--- src/rtl/seq_div_pkg.sv ---
// Shared definitions for the sequential signed divider: FSM state encoding
// and default operand widths.
package seq_div_pkg;

    typedef enum logic [1:0] {
        IDLE = 2'd0,
        CALC = 2'd1,
        FIX  = 2'd2,
        DONE = 2'd3
    } div_state_e;

    localparam int DEF_N_W = 16;
    localparam int DEF_D_W = 8;

endpackage

--- src/rtl/div_restore_step.sv ---
// One restoring-division step: shift the next dividend bit into the partial
// remainder, subtract the divisor magnitude if it fits, emit the quotient bit.
module div_restore_step #(
    parameter int D_W = 8
) (
    input  logic [D_W-1:0] rem_i,
    input  logic [D_W-1:0] dmag_i,
    input  logic           bit_i,
    output logic [D_W-1:0] rem_o,
    output logic           q_o
);

    logic [D_W:0] shifted;
    logic [D_W:0] diff;
    logic         unused_msb;

    assign shifted = {rem_i, bit_i};
    assign diff    = shifted - {1'b0, dmag_i};
    assign q_o     = (shifted >= {1'b0, dmag_i});
    // Both results are below the divisor magnitude, so the top bit is always zero.
    assign rem_o   = q_o ? diff[D_W-1:0] : shifted[D_W-1:0];
    assign unused_msb = ^{diff[D_W], shifted[D_W]};

endmodule

--- src/rtl/seq_signed_divider.sv ---
// Sequential signed divider: sign/magnitude split on accept, N_W-cycle unsigned
// restoring division, sign fix-up, then a valid/ready result hold.
module seq_signed_divider
    import seq_div_pkg::*;
#(
    parameter int N_W = DEF_N_W,
    parameter int D_W = DEF_D_W
) (
    input  logic           clk,
    input  logic           rst_n,
    // Handshakes: a transfer happens on a rising edge where valid && ready are
    // both high; a producer holds valid and data steady until that edge.
    input  logic           in_valid,
    output logic           in_ready,
    input  logic [N_W-1:0] dividend,
    input  logic [D_W-1:0] divisor,
    output logic           out_valid,
    input  logic           out_ready,
    output logic [N_W-1:0] quotient,
    output logic [D_W-1:0] remainder,
    output logic           div_zero,
    output logic           overflow,
    output div_state_e     dbg_state_o
);

    localparam int CNT_W = (N_W > 1) ? $clog2(N_W) : 1;
    localparam logic [N_W-1:0] N_MIN = {1'b1, {(N_W-1){1'b0}}};

    div_state_e     state_q, state_d;
    logic [CNT_W-1:0] cnt_q, cnt_d;
    logic [N_W-1:0] a_q, a_d;
    logic [D_W-1:0] rem_q, rem_d;
    logic [D_W-1:0] dmag_q, dmag_d;
    logic           sn_q, sn_d;
    logic           sd_q, sd_d;
    logic [N_W-1:0] quotient_q, quotient_d;
    logic [D_W-1:0] remainder_q, remainder_d;
    logic           div_zero_q, div_zero_d;
    logic           overflow_q, overflow_d;

    logic [D_W-1:0] step_rem;
    logic           step_q;

    div_restore_step #(
        .D_W (D_W)
    ) u_step (
        .rem_i  (rem_q),
        .dmag_i (dmag_q),
        .bit_i  (a_q[N_W-1]),
        .rem_o  (step_rem),
        .q_o    (step_q)
    );

    always_ff @(posedge clk) begin
        if (!rst_n) begin
            state_q     <= IDLE;
            cnt_q       <= '0;
            a_q         <= '0;
            rem_q       <= '0;
            dmag_q      <= '0;
            sn_q        <= 1'b0;
            sd_q        <= 1'b0;
            quotient_q  <= '0;
            remainder_q <= '0;
            div_zero_q  <= 1'b0;
            overflow_q  <= 1'b0;
        end else begin
            state_q     <= state_d;
            cnt_q       <= cnt_d;
            a_q         <= a_d;
            rem_q       <= rem_d;
            dmag_q      <= dmag_d;
            sn_q        <= sn_d;
            sd_q        <= sd_d;
            quotient_q  <= quotient_d;
            remainder_q <= remainder_d;
            div_zero_q  <= div_zero_d;
            overflow_q  <= overflow_d;
        end
    end

    always_comb begin
        state_d     = state_q;
        cnt_d       = cnt_q;
        a_d         = a_q;
        rem_d       = rem_q;
        dmag_d      = dmag_q;
        sn_d        = sn_q;
        sd_d        = sd_q;
        quotient_d  = quotient_q;
        remainder_d = remainder_q;
        div_zero_d  = div_zero_q;
        overflow_d  = overflow_q;

        case (state_q)
            IDLE: begin
                if (in_valid) begin
                    sn_d   = dividend[N_W-1];
                    sd_d   = divisor[D_W-1];
                    a_d    = dividend[N_W-1] ? -dividend : dividend;
                    dmag_d = divisor[D_W-1] ? -divisor : divisor;
                    rem_d  = '0;
                    cnt_d  = CNT_W'(N_W - 1);
                    if (divisor == '0) begin
                        quotient_d  = '1;
                        remainder_d = '0;
                        div_zero_d  = 1'b1;
                        overflow_d  = 1'b0;
                        state_d     = DONE;
                    end else if (dividend == N_MIN && divisor == '1) begin
                        quotient_d  = N_MIN;
                        remainder_d = '0;
                        div_zero_d  = 1'b0;
                        overflow_d  = 1'b1;
                        state_d     = DONE;
                    end else begin
                        div_zero_d = 1'b0;
                        overflow_d = 1'b0;
                        state_d    = CALC;
                    end
                end
            end
            CALC: begin
                // a_q shifts dividend bits out of the top and quotient bits in at the bottom.
                a_d   = {a_q[N_W-2:0], step_q};
                rem_d = step_rem;
                cnt_d = cnt_q - 1'b1;
                if (cnt_q == '0) begin
                    state_d = FIX;
                end
            end
            FIX: begin
                quotient_d  = (sn_q ^ sd_q) ? -a_q : a_q;
                remainder_d = sn_q ? -rem_q : rem_q;
                state_d     = DONE;
            end
            DONE: begin
                if (out_ready) begin
                    state_d = IDLE;
                end
            end
            default: state_d = IDLE;
        endcase
    end

    assign in_ready    = (state_q == IDLE);
    assign out_valid   = (state_q == DONE);
    assign quotient    = quotient_q;
    assign remainder   = remainder_q;
    assign div_zero    = div_zero_q;
    assign overflow    = overflow_q;
    assign dbg_state_o = state_q;

endmodule

--- config.mk ---
export PLATFORM = sky130hd
export DESIGN_NAME = seq_signed_divider
export DESIGN_NICKNAME = d
export VERILOG_FILES = /design/src/rtl/seq_div_pkg.sv /design/src/rtl/div_restore_step.sv /design/src/rtl/seq_signed_divider.sv
export SDC_FILE = /design/constraint.sdc
export NUM_CORES = 1
export LEC_CHECK = 0
export ABC_AREA = 1
export CAP_MARGIN = 30
export CORE_MARGIN = 4
export CORE_UTILIZATION = 58
export CTS_BUF_LIST = sky130_fd_sc_hd__clkbuf_8
export CTS_CLUSTER_SIZE = 20
export DETAILED_ROUTE_END_ITERATION = 8
export HOLD_SLACK_MARGIN = 0.12
export PLACE_DENSITY = 0.83
export SLEW_MARGIN = 20
export SYNTH_ARGS = -nofsm -noshare
export SYNTH_HDL_FRONTEND = slang
export SYNTH_SLANG_ARGS = --single-unit
--- constraint.sdc ---
create_clock -name clk -period 2.08 [get_ports clk]
set_clock_uncertainty 0.05 [all_clocks]
set_input_delay 0.624 -clock clk [delete_from_list [all_inputs] [get_ports clk]]
set_output_delay 0.624 -clock clk [all_outputs]
set_load 0.01 [all_outputs]
==> results of run 1 <==
power by group through the flow:
stage	clock, mW	sequential [mW]	combinational, mW
6_report	1.07	1.97	5.53
2_1_floorplan	0	1.94	3.84
5_1_grt	1.16	2.02	6.22
4_1_cts	1.08	1.95	5.34
3_3_place_gp	0	1.96	5.09
3_5_place_dp	0	1.98	5.25
final cells by class:
type                       instances  area [sq um]
multi-input combinational        548          2860
fill                             588          1800
sequential                        66          1320
timing repair buffer             116          1060
inverter                          93           357
clock buffer                      10           138
tap                              102           128
clock inverter                     6          58.8
critical path: stages:
cell and delay (ns):
clkdlybuf4s50_1 0.43, nor2_2 0.20, nand2_2 0.10, nor2_4 0.13, nand3_2 0.11, nand2_4 0.12, nand4_1 0.24, inv_2 0.19
nand2_2 0.07, nand2_1 0.06, inv_1 0.03
routing by layer:
metal	up-vias	global-route usage (%)	part of all wire (%)
met5	-	0	0
li1	2594	-	-
met1	2249	34.8	44
met2	219	42.4	46
met4	0	10.1	2.3
met3	29	5.31	7.7
worst max-delay path by stage:
stage               slack (ns)           end  cells past startpoint          from
global route             -0.11  quotient[12]                     11  dividend[10]
global placement         -0.44  quotient[12]                     12    divisor[0]
detailed placement       -0.54  quotient[12]                     12    divisor[0]
finish                   -0.04  quotient[12]                     11  dividend[10]
floorplan                 0.17   quotient[0]                     10   dividend[0]
CTS                      -0.06  quotient[12]                     12    divisor[1]
flip-flops by register name (all words and copies together), names as in the netlist:
| register | flops |
|---|---|
| quotient | 16 |
| remainder | 8 |
| dmag_q | 8 |
| sn_q | 1 |
| a_q | 16 |
| dbg_state_o | 2 |
| sd_q | 1 |
| rem_q | 8 |
| overflow | 1 |
| div_zero | 1 |
| cnt_q | 4 |
cells by family after synthesis:
| family | count (synthesis) |
|---|---|
| compound gates | 139 |
| simple gates | 377 |
| fa+ha+maj | 19 |
| flops | 66 |
| xor+xnor | 13 |
| buf+inv | 117 |
cells in the final DEF (no fill, tap or decap), types with 6 or more instances in the layout:
cell and n:
o21ai_0 32, buf_4 56, dlymetal6s2s_1 6, nor2_2 8
clkdlybuf4s50_1 49, inv_1 81, nand2_1 195, xor2_1 10
a21oi_1 76, nand3_1 61, nor2_1 60, inv_2 10
nand4_1 13, dfxtp_1 64, clkbuf_8 10, nand2_2 17
ha_1 15, o211ai_1 8, a21oi_2 8
what timing repair did:
action | in CTS | in global routing
setup endpoints to repair | 25 | 35
hold endpoints to repair | 0 | 0
cloned | 0 | 0
pin swaps | 1 | 7
setup buffers | 0 | 4
gates resized for setup | 11 | 22
hold buffers | 0 | 0
==> run metrics, run 1 <==
CP Capture Type register; peak supply drop 0.000925 V; Internal Power between 4 and 5 mW; Post-Layout Cell Count 941; Worst-path clk slew 0.07 ns; Max Freq 472 MHz; outcome finished with violations; Net Sw Frac 49.4%; failing checks setup timing; Reg2Reg Setup Slack ~0.15 ns; DR WL/cell 13.5 microns; GRT overflow 0; Post-Synth Adder-Cell Area roughly 5.3%; TNS Setup -0.0387 ns; io pins 58; Final min period 2.12 ns; Max-Cap Viols 0; FP Rows 32; final-report hold violation count 0; Initial Util 59.7%; Synth top cells by count nand2_1, inv_1, a21oi_1, dfxtp_1, nor2_1; Leak around 2.7 nW; worst hold slack 0.412 ns; post-synthesis net count 778; CTS tree built; largest family of logic cells by synthesized area simple AND/OR/NAND/NOR gates; critical path required time 2.28 ns; H-Tree Depth 3; pre-CTS setup slack -0.539 ns; RSZ-0062 raised after global routing true; number of enable flip-flop cells after synthesis 0; Final Core Density 76.7%; GRT Total Usage 26.3%; YS warnings 0; CP Class in2reg; vias in the first global route between 4000 and 5000; FF-to-FF Start dmag_q[6]; Hold Path Depth 2; clock latency on the worst-skew pair 0.35 ns; # diodes 0; largest net degree at the start of global routing 46; dpl cells 921; Slew Viols, Final 0; synthesized flop and latch total 66; area grow syn2layout 28.3%; CTS Buf Count 9; share of cells above drive strength 1 between 15 and 20%; clock buffer depth 2; wire length of the first global-routing pass 21000 microns; top-count cell post-synth nand2_1; Clk pwr share between 10% and 20%; Post-Place Cell Area 0.00561 sq mm; mux cell area share after synthesis 0%; top_reg_cell synth dfxtp_1; Hold Crit Class reg2reg; beginning of the worst hold path quotient[5]; power density over cell area 1450 mW/mm^2; Synth Area in Simple Gates 35.7%; Vias 5091; Die ar. 0.00945 sq mm; Synth async-reset ratio 0%; final worst-path cycle share 102%; CTS Sinks 66; Seq/Total Area, Yosys between 20% and 30%; Worst Hold Endpoint quotient[5]; Die X-Extent 97.2 microns; initial antenna violation count 0; Die Height about 97 microns; Cell Area, Synth 0.00462 sq mm; drt first pass iters 5; fin worst setup slack -0.0387 ns; Placer Congestion between 0.8 and 0.9; CP max FO 5; Synth top area share 28.6%; type of origin of the critical path input pin; fin area just under 0.006 sq mm; DRC Markers 0; FF-to-FF End rem_q[3]; Worst Reg-to-Reg Cells 9; Slew HR roughly two thirds; synthesized area per cell 6.32 sq um; total power between 8 and 9 mW; WP data arrival 2.32 ns; register share of total power 23.0%; XOR/XNOR Fraction of Synth Area under 10%; post-synth cell types 44; Final HPWL DP 9460 microns; vias per inst around 5.4; final wirelength 12700 microns; final setup violation count 1; Synth Instances 731; Final nets 881; CORE AREA slightly below 0.008 sq mm; Port Buffers 57; 1st-iter DRT viols 273; combinational share of power between 60% and 70%; Final ANT Viol Nets 0; CTS root buf clkbuf_8; net switching power figure approximately 4.2 mW; top cells by area, synth dfxtp_1, nand2_1, a21oi_1, nand3_1, inv_1; Worst-Margin Slew 0.503 ns; area leader, netlist dfxtp_1; Synth Area in Compound Gates 17.0%
No activity file was read; power rests on OpenSTA's default activity.
==> inputs of run 2 (changes only) <==
CORE_UTILIZATION = 52   (was 58)
PLACE_DENSITY = 0.79   (was 0.83)
clock period = 1.9 ns   (was 2.08 ns; I/O delays follow)
==> run 2 against run 1 <==
The flow now finishes without violations. Worst setup slack better by 0.078 ns. Sequential share of layout area shrank 1.0 points. Global-route usage down 0.67 points. Non-clock buffer count up 22. Critical path depth shrank 10. Utilization decreased by 4.9 points. Largest power group unchanged.
==> run metrics, run 2 (synthesis results as in run 1) <==
outcome complete, no violations; Largest stage delay, worst path 0.55 ns (+0.12 ns); Placer Congestion 0.876 (+2.7%); Slew Viols, Final 0 (unchanged); Die X-Extent 102 microns (+5.1%); drt first pass iters 5 (unchanged); Post-Layout Cell Count 969 (+3.0%); most common cell after layout, fill and taps aside nand2_1; final-report hold violation count 0 (unchanged); Max Freq approximately 540 MHz; Worst-path clk slew 0.08 ns (about the same); peak supply drop 0.00109 V (+18%); net switching power figure 4.81 mW (+13%); power density over cell area 1560 mW/mm^2 (+7.6%); Net Sw Frac 49.6% (+0.16 points); Die Height 102 microns (+5.1%); crit-path cells clkdlybuf4s50_1; Die ar. 0.0105 sq mm (+11%); crit path buf inv count 1 (-2); area grow syn2layout 34.8%; CP Launch Point quotient[14]; clock buffer depth 2 (unchanged); clock latency on the worst-skew pair 0.34 ns (about the same); vias per inst 5.38 (-0.47%); beginning of the worst hold path remainder[5]; 1st-iter DRT viols 242 (-11%); Slew HR 78.3% (+12 points); final worst-path cycle share 98.0%; vias in the first global route 4957 (+5.4%); GRT overflow 0 (unchanged); Initial Util 53.2% (-6.5 points); CTS root buf clkbuf_8; combinational share of power 66.9% (+2.4 points); CTS Buf Count 9 (unchanged); CP Capture Type primary output; Internal Power 4.88 mW (+13%); CP max FO 2 (-3); worst hold slack 0.428 ns (+0.0159 ns); slowest stage cell on the critical path clkdlybuf4s50_1; Final Core Density 71.7% (-4.9 points); Post-CTS Hold Fix Bufs 0 (unchanged); type of origin of the critical path register; Final ANT Viol Nets 0 (unchanged); final wirelength 13400 microns (+5.2%); dpl cells 949 (+3.0%); critical path required time 1.28 ns (-1.00 ns); FP Rows 34 (+6.3%); Final min period approximately 1.9 ns; CORE AREA 0.00868 sq mm (+12%); Max-Cap Viols 0 (unchanged); Final nets 903 (+2.5%); crit-path leading delay family buffers and inverters; WP data arrival 1.24 ns (-1.08 ns); FF-to-FF Start dmag_q[7]; Hold Crit Class reg2reg; CP Class reg2out; initial antenna violation count 0 (unchanged); H-Tree Depth 3 (unchanged); largest net degree at the start of global routing 26 (-43%); register share of total power 22.4% (-0.6 points); Vias 5218 (+2.5%); # diodes 0 (unchanged); final setup violation count 0 (-1); CTS tree built; GRT Total Usage 25.7% (-0.67 points); Port Buffers 57 (unchanged); DRC Markers 0 (unchanged); Final HPWL DP 9900 microns (+4.7%); Clk pwr share 10.7% (-1.8 points); share of cells above drive strength 1 20.6% (+4.5 points); wire length of the first global-routing pass 22000 microns (+4.8%); DR WL/cell 13.8 microns (+2.1%); Leak 2.98 nW (+9.4%); io pins 58 (unchanged); most frequent cells in the layout nand2_1, buf_4, inv_1, a21oi_1, dfxtp_1; CTS Sinks 66 (unchanged); Worst-Margin Slew 0.325 ns (-0.178 ns)
[run 2: changes by cell type in the layout (fill, tap and decap cells not counted), sizes merged]
cell,before,now
inv,93,92
clkbuf,10,9
dlygate4sd2,2,19
clkdlybuf4s15,0,1
clkinv,4,7
dlymetal6s2s,6,13
clkdlybuf4s50,49,24
bufinv,1,0
buf,59,81
[run 2: final timing paths]
path	end	slack, ns	cells after the start
setup reg to reg	rem_q[2]	0.06	10
setup / recovery	quotient[14]	0.04	1
hold reg to reg	remainder[5]	0.43	2
hold / removal	remainder[5]	0.43	2
[run 2: power groups by stage]
stage,combinational [mW],sequential [mW],clock [mW]
3_3_place_gp,5.89,2.13,0
4_1_cts,6.10,2.13,1.04
6_report,6.48,2.17,1.04
2_1_floorplan,4.21,2.12,0
3_5_place_dp,6.04,2.15,0
5_1_grt,7.26,2.20,1.10
[run 2: area by class of cell]
cell class	count	area (sq um)
clock buffers	9	124
repair buffers	138	1250
fillers	722	2450
clock inverters	7	45.0
well taps	108	135
multi-input cells	548	2990
flip-flops and latches	66	1330
inverters	93	354
[run 2: through the flow]
step                      cell area [sq um]  setup WS [ns]  TNS [ns]  total power [mW]
after floorplan                        4620         0.0391         0              6.33
after global placement                 5810         -0.511    -16.14              8.02
after detailed placement               5810         -0.604    -20.14              8.20
after CTS                              6070        0.00433         0              9.27
after global routing                   6220        -0.0732   -0.0902              10.6
final                                  6220         0.0388         0              9.69
[run 2: layer usage]
metal	GRT usage [%]	up-vias	part of all wire, %	wire [microns]
met1	32.7	2366	43	5700
met5	0	-	0	0
li1	-	2626	-	-
met4	6.36	0	1.5	198
met2	45.1	204	50	6650
met3	4.30	22	6.3	849
[run 2: timing repair]
| item | 4_1_cts | 5_1_grt |
|---|---|---|
| gates resized for setup | 47 | 38 |
| setup buffers | 4 | 0 |
| pin swaps | 14 | 9 |
| endpoints found under the hold margin | 0 | 0 |
| endpoints found under the setup margin | 31 | 36 |
[run 2: worst min-delay path, delay by kind of cell, from the launching register on]
family,cells,cell delay (ns)
flip-flops,1,0.31
AO/OA/AOI/OAI,1,0.05
AND/OR/NAND/NOR,1,0.08
